--- config.mk ---
export PLATFORM = sky130hd
export DESIGN_NAME = rgb_word_serializer
export DESIGN_NICKNAME = d
export VERILOG_FILES = /design/src/rtl/rgb_pkg.sv /design/src/rtl/rgb_slot_counter.sv /design/src/rtl/rgb_word_serializer.sv
export SDC_FILE = /design/constraint.sdc
export NUM_CORES = 1
export LEC_CHECK = 0
export CORE_MARGIN = 1
export CORE_UTILIZATION = 55
export DETAILED_ROUTE_END_ITERATION = 6
export GPL_ROUTABILITY_DRIVEN = 0
export PLACE_DENSITY = 0.84
export SYNTH_ARGS = -nofsm -noshare
export SYNTH_HDL_FRONTEND = slang
export SYNTH_SLANG_ARGS = --single-unit
export TNS_END_PERCENT = 30
--- constraint.sdc ---
create_clock -name clk -period 2.4 [get_ports clk]
set_input_delay 0.24 -clock clk [delete_from_list [all_inputs] [get_ports clk]]
set_output_delay 0.24 -clock clk [all_outputs]
set_load 0.05 [all_outputs]
--- src/rtl/rgb_pkg.sv ---
// rgb_pkg: symbol codes shared with the receive-side accumulator and the serializer state type
package rgb_pkg;
    localparam logic [1:0] SYM_HOLD = 2'b00;
    localparam logic [1:0] SYM_ZERO = 2'b01;
    localparam logic [1:0] SYM_ONE  = 2'b10;
    typedef enum logic [1:0] {IDLE, CLEAR, SHIFT, DONE} ser_state_t;
endpackage

--- src/rtl/rgb_slot_counter.sv ---
// rgb_slot_counter: modulo-N slot counter with wrap output and synchronous clear
module rgb_slot_counter #(
    parameter int N = 1,
    localparam int CW = (N > 1) ? $clog2(N) : 1
) (
    input  logic          clk,
    input  logic          rst,
    input  logic          clr_i,
    input  logic          en_i,
    output logic [CW-1:0] cnt_o,
    output logic          wrap_o
);
    logic [CW-1:0] cnt_q;
    assign wrap_o = en_i && (cnt_q == CW'(N - 1));
    assign cnt_o  = cnt_q;
    always_ff @(posedge clk) begin
        if (rst || clr_i) cnt_q <= '0;
        else if (en_i) cnt_q <= wrap_o ? '0 : cnt_q + CW'(1);
    end
endmodule

--- src/rtl/rgb_word_serializer.sv ---
// rgb_word_serializer: sends one colour word MSB-first as clr strobe + 01/10 symbol codes
module rgb_word_serializer
    import rgb_pkg::*;
#(
    parameter int WIDTH      = 24,
    parameter int BIT_CYCLES = 1
) (
    input  logic             clk,
    input  logic             rst,
    input  logic             in_valid,
    output logic             in_ready,
    input  logic [WIDTH-1:0] data_in,
    output logic             clr,
    output logic [1:0]       sym,
    output logic             done
);
    localparam int BW = $clog2(WIDTH);
    localparam int SW = (BIT_CYCLES > 1) ? $clog2(BIT_CYCLES) : 1;
    ser_state_t       state_q;
    logic [WIDTH-1:0] shreg_q;
    logic [BW-1:0]    bit_cnt_q;
    logic [SW-1:0]    slot_cnt;
    logic             wrap, clr_q, done_q;
    rgb_slot_counter #(.N(BIT_CYCLES)) u_slot (
        .clk    (clk),
        .rst    (rst),
        .clr_i  (state_q == IDLE),
        .en_i   (state_q == SHIFT),
        .cnt_o  (slot_cnt),
        .wrap_o (wrap)
    );
    always_ff @(posedge clk) begin
        if (rst) begin
            state_q   <= IDLE;
            shreg_q   <= '0;
            bit_cnt_q <= '0;
            clr_q     <= 1'b0;
            done_q    <= 1'b0;
        end else begin
            clr_q  <= 1'b0;
            done_q <= 1'b0;
            case (state_q)
                IDLE: if (in_valid) begin
                    shreg_q   <= data_in;
                    bit_cnt_q <= BW'(WIDTH - 1);
                    clr_q     <= 1'b1;
                    state_q   <= CLEAR;
                end
                CLEAR: state_q <= SHIFT;
                SHIFT: if (wrap) begin
                    shreg_q   <= {shreg_q[WIDTH-2:0], 1'b0};
                    bit_cnt_q <= bit_cnt_q - 1'b1;
                    if (bit_cnt_q == '0) begin
                        done_q  <= 1'b1;
                        state_q <= DONE;
                    end
                end
                DONE: state_q <= IDLE;
                default: state_q <= IDLE;
            endcase
        end
    end
    assign in_ready = (state_q == IDLE) && !rst;
    assign sym = (state_q == SHIFT && slot_cnt == '0) ? (shreg_q[WIDTH-1] ? SYM_ONE : SYM_ZERO) : SYM_HOLD;
    assign clr  = clr_q;
    assign done = done_q;
endmodule
==> flow_summary.yaml <==
worst_setup_path:
  critPathLaunchType: "flip-flop"
  endpoint_kind: "output pin"
  crit_family: "buffers and inverters"
  r2r_slack_ps: 600
  crit_path_cell_trace: "inv_1, ha_1, nor2b_1, clkdlybuf4s50_1"
  crit_buf_inv: 2
  cp-endpoint: "in_ready"
  timing.reg2reg.worst_path_depth: 7
  crit_path_depth: 4
  crit_fanout: 5
  worstSetupPathType: "flip-flop to output pin"
  max_stage_delay_ps: 810
  r2r-start: "state_q[1]"
  reg2reg_capture_point: "bit_cnt_q[4]"
  critPathRequiredTime_ps: 2160
  timing.critical_path.from: "state_q[1]"
  timing.critical_path.arrival_ps: 1980
  crit_slowest_cell: "clkdlybuf4s50_1"
timing:
  fin_tns_setup_ps: 0
  relSlewSlack_pct: 67.3
  post-route-worst-setup-slack_ps: 183
  clock_skew_ps: 9.59
  timing.hold.ws_ps: 229
  final_min_period_over_clock_period_pct: 92.4
  timing_worst_slew_pin_value_ps: 489
  timing.fmax_ghz: 0.451
  drv_slew: 0
  hold_viol: 0
  final_period_minus_worst_setup_slack_ps: 2220
  setup-violations-final: 0
  rsz0062_at_grt: "false"
global_routing:
  grt_pass1_vias: 1246
  track_usage_pct: 21.5
  overflow: 0
  grt_antenna_before_repair: 0
  grt_first_pass_wirelength_um: 5350
  grt_start_max_net_pins: 49
detailed_routing:
  avgRoutedWirePerCell_um: 13.7
  via_per_inst: 5.58
  route.vias.total: 1262
  drc: 1
  ant_nets: 0
  totalWireLength_um: 3110
  drt-initial-drc-count: 44
  detailed_routing_iteration_count_for_the_pre_antenna_repair_pass: 6
floorplan:
  die_area_um2: 3300
  fp-row-count: 19
  die_h_um: 57.4
  floorplan.initialDensity_pct: 59.7
  num_io_pins: 32
  core_um2: 2830
  die-width_um: 57.4
outcome:
  run_status: "complete, but fails checks"
  violations: "DRC"
final_layout:
  antenna_cells_inserted: 0
  layout-drive-gt1-share_pct: 20.5
  layout.cells.most_common_list: "34 x dfxtp_1, 29 x nor2_1, 28 x clkdlybuf4s50_1"
  area_delta_synth_final_pct: 23.0
  final_cell_area_um2: 2080
  nets: 225
  post_layout_nonfiller_instances: 226
  most_frequent_standard_cell_in_the_layout_excluding_fill_and_tap_cells: "dfxtp_1"
hold_path:
  path_type_of_the_worst_min_delay_path: "input pin to flip-flop"
power:
  internal-power_mw: 1.59
  combPwrFrac_pct: 54.3
  total_switching_power_mw: 1.18
  power_frac_clock_pct: 12.0
  leakage_nw: 0.739
  p_seq_share_pct: 33.7
  ir_drop_mv: 0.807
  sw_frac_of_total_pct: 42.6
  power_per_cell_area_nw_per_um2: 1330
clocking:
  postCtsResizedCells: 0
  max-clock-path-buffers: 2
  cts_hold_buffers: 0
  cts.repair_timing.setup_buffer_count: 0
  clkTransAtPathRegs_ps: 110
  h-tree-depth: 2
  cts_num_sinks: 34
  clock_insertion_delay_worst_skew_ps: 340
  cts.root.buffer_cell: "clkbuf_4"
  tritoncts: "built"
  clock_buffers_created_by_tritoncts: 5
placed_design:
  final_hpwl_from_detailed_placement_um: 2210
  place.detailed.instances: 218
  buffer_ports.inserted: 31
  pre_cts_ws_ps: 553
  dpl_cell_area_um2: 2020
synth:
  ys.warnings.count: 0
  synth.largest_area_cell: "dfxtp_1"
  ys_seq_area_share_pct: 40.3
  proportion_of_synthesized_flip_flops_having_asynchronous_set_or_reset_pct: 0
  ys_ff_latch: 34
  biggest_area_contributors_in_the_synthesized_netlist: "dfxtp_1 40%, a211oi_2 16%, mux2i_1 14%"
  avgSynthCellArea_um2: 10.3
  synth_edf_count: 0
  synth_top_flop_cell: "dfxtp_1"
  synth_fp_nets: 195
  post_synth_inst_count: 164
  synthDistinctLibCells: 32
  post_synthesis_cell_area_um2: 1690
  synth_top_area_share_pct: 40.3
flow_run:
  timing.max_cap.violations: 0
-- metrics by stage --
stage	total power, mW	util (%)
after floorplan	2.18	-
after global placement	2.36	71.3
after detailed placement	2.45	71.3
after CTS	2.79	73.5
after global routing	2.99	73.5
final	2.76	73.5
-- cells in the mapped netlist (all sizes together), types with 3 or more instances --
cell	n
nor2b	5
inv	4
nor4	3
buf	8
mux2i	23
clkbuf	4
ha	4
dfxtp	34
nor2	29
nor3	5
a211oi	25
-- per-layer routing --
layer / routed length (um) / vias up / global-route usage (%)
met5: 0 / - / 0
met2: 1550 / 23 / 37.0
met4: 48 / 0 / 10.5
met1: 1390 / 587 / 24.5
li1: - / 646 / -
met3: 120 / 6 / 5.67
-- worst min-delay path, stage by stage --
cell and delay (ps):
buf_2 90, nor2b_1 40, and2_1 140
-- how the worst min path moves through the flow --
| stage | start | endpoint | slack (ps) | cells after the start |
|---|---|---|---|---|
| global placement | bit_cnt_q[1] | bit_cnt_q[1] | 480 | 2 |
| global route | rst | clr | 230 | 3 |
| floorplan | in_valid | bit_cnt_q[3] | 340 | 1 |
| detailed placement | shreg_q[0] | shreg_q[0] | 490 | 2 |
| CTS | rst | clr | 220 | 3 |
| finish | rst | clr | 230 | 3 |
-- sequential cells by signal (all words and copies together) (netlist names) --
name and count:
state_q 2, done 1, u_slot.cnt_o 1, clr 1
bit_cnt_q 5, shreg_q 24
-- power by group through the flow --
stage               Sequential [mW]  Combinational, mW  Clock (mW)
floorplan                     0.923               1.26           0
global placement              0.928               1.43           0
detailed placement            0.946               1.51           0
CTS                           0.933               1.51       0.340
global route                  0.957               1.67       0.364
finish                        0.932               1.50       0.331
-- cell families (layout without fill, tap and decap cells) --
family                   Yosys count  count (layout)  synth area share, %
AO/OA/AOI/OAI                     34              34                 21.2
XOR/XNOR                           2               2                 1.04
adder cells (fa/ha/maj)            4               4                 2.96
buffers and inverters             16              47                 5.48
flip-flops                        34              34                 40.3
multiplexers                      23              23                 13.6
AND/OR/NAND/NOR                   51              51                 15.4
-- layout make-up --
class	count	area (um2)
Multi-Input combinational cell	114	916
Fill cell	224	751
Sequential cell	34	681
Timing Repair Buffer	35	368
Clock buffer	7	55.1
Tap cell	31	38.8
Inverter	4	15.0
Clock inverter	1	5.00
No activity file was read; power rests on OpenSTA's default activity.
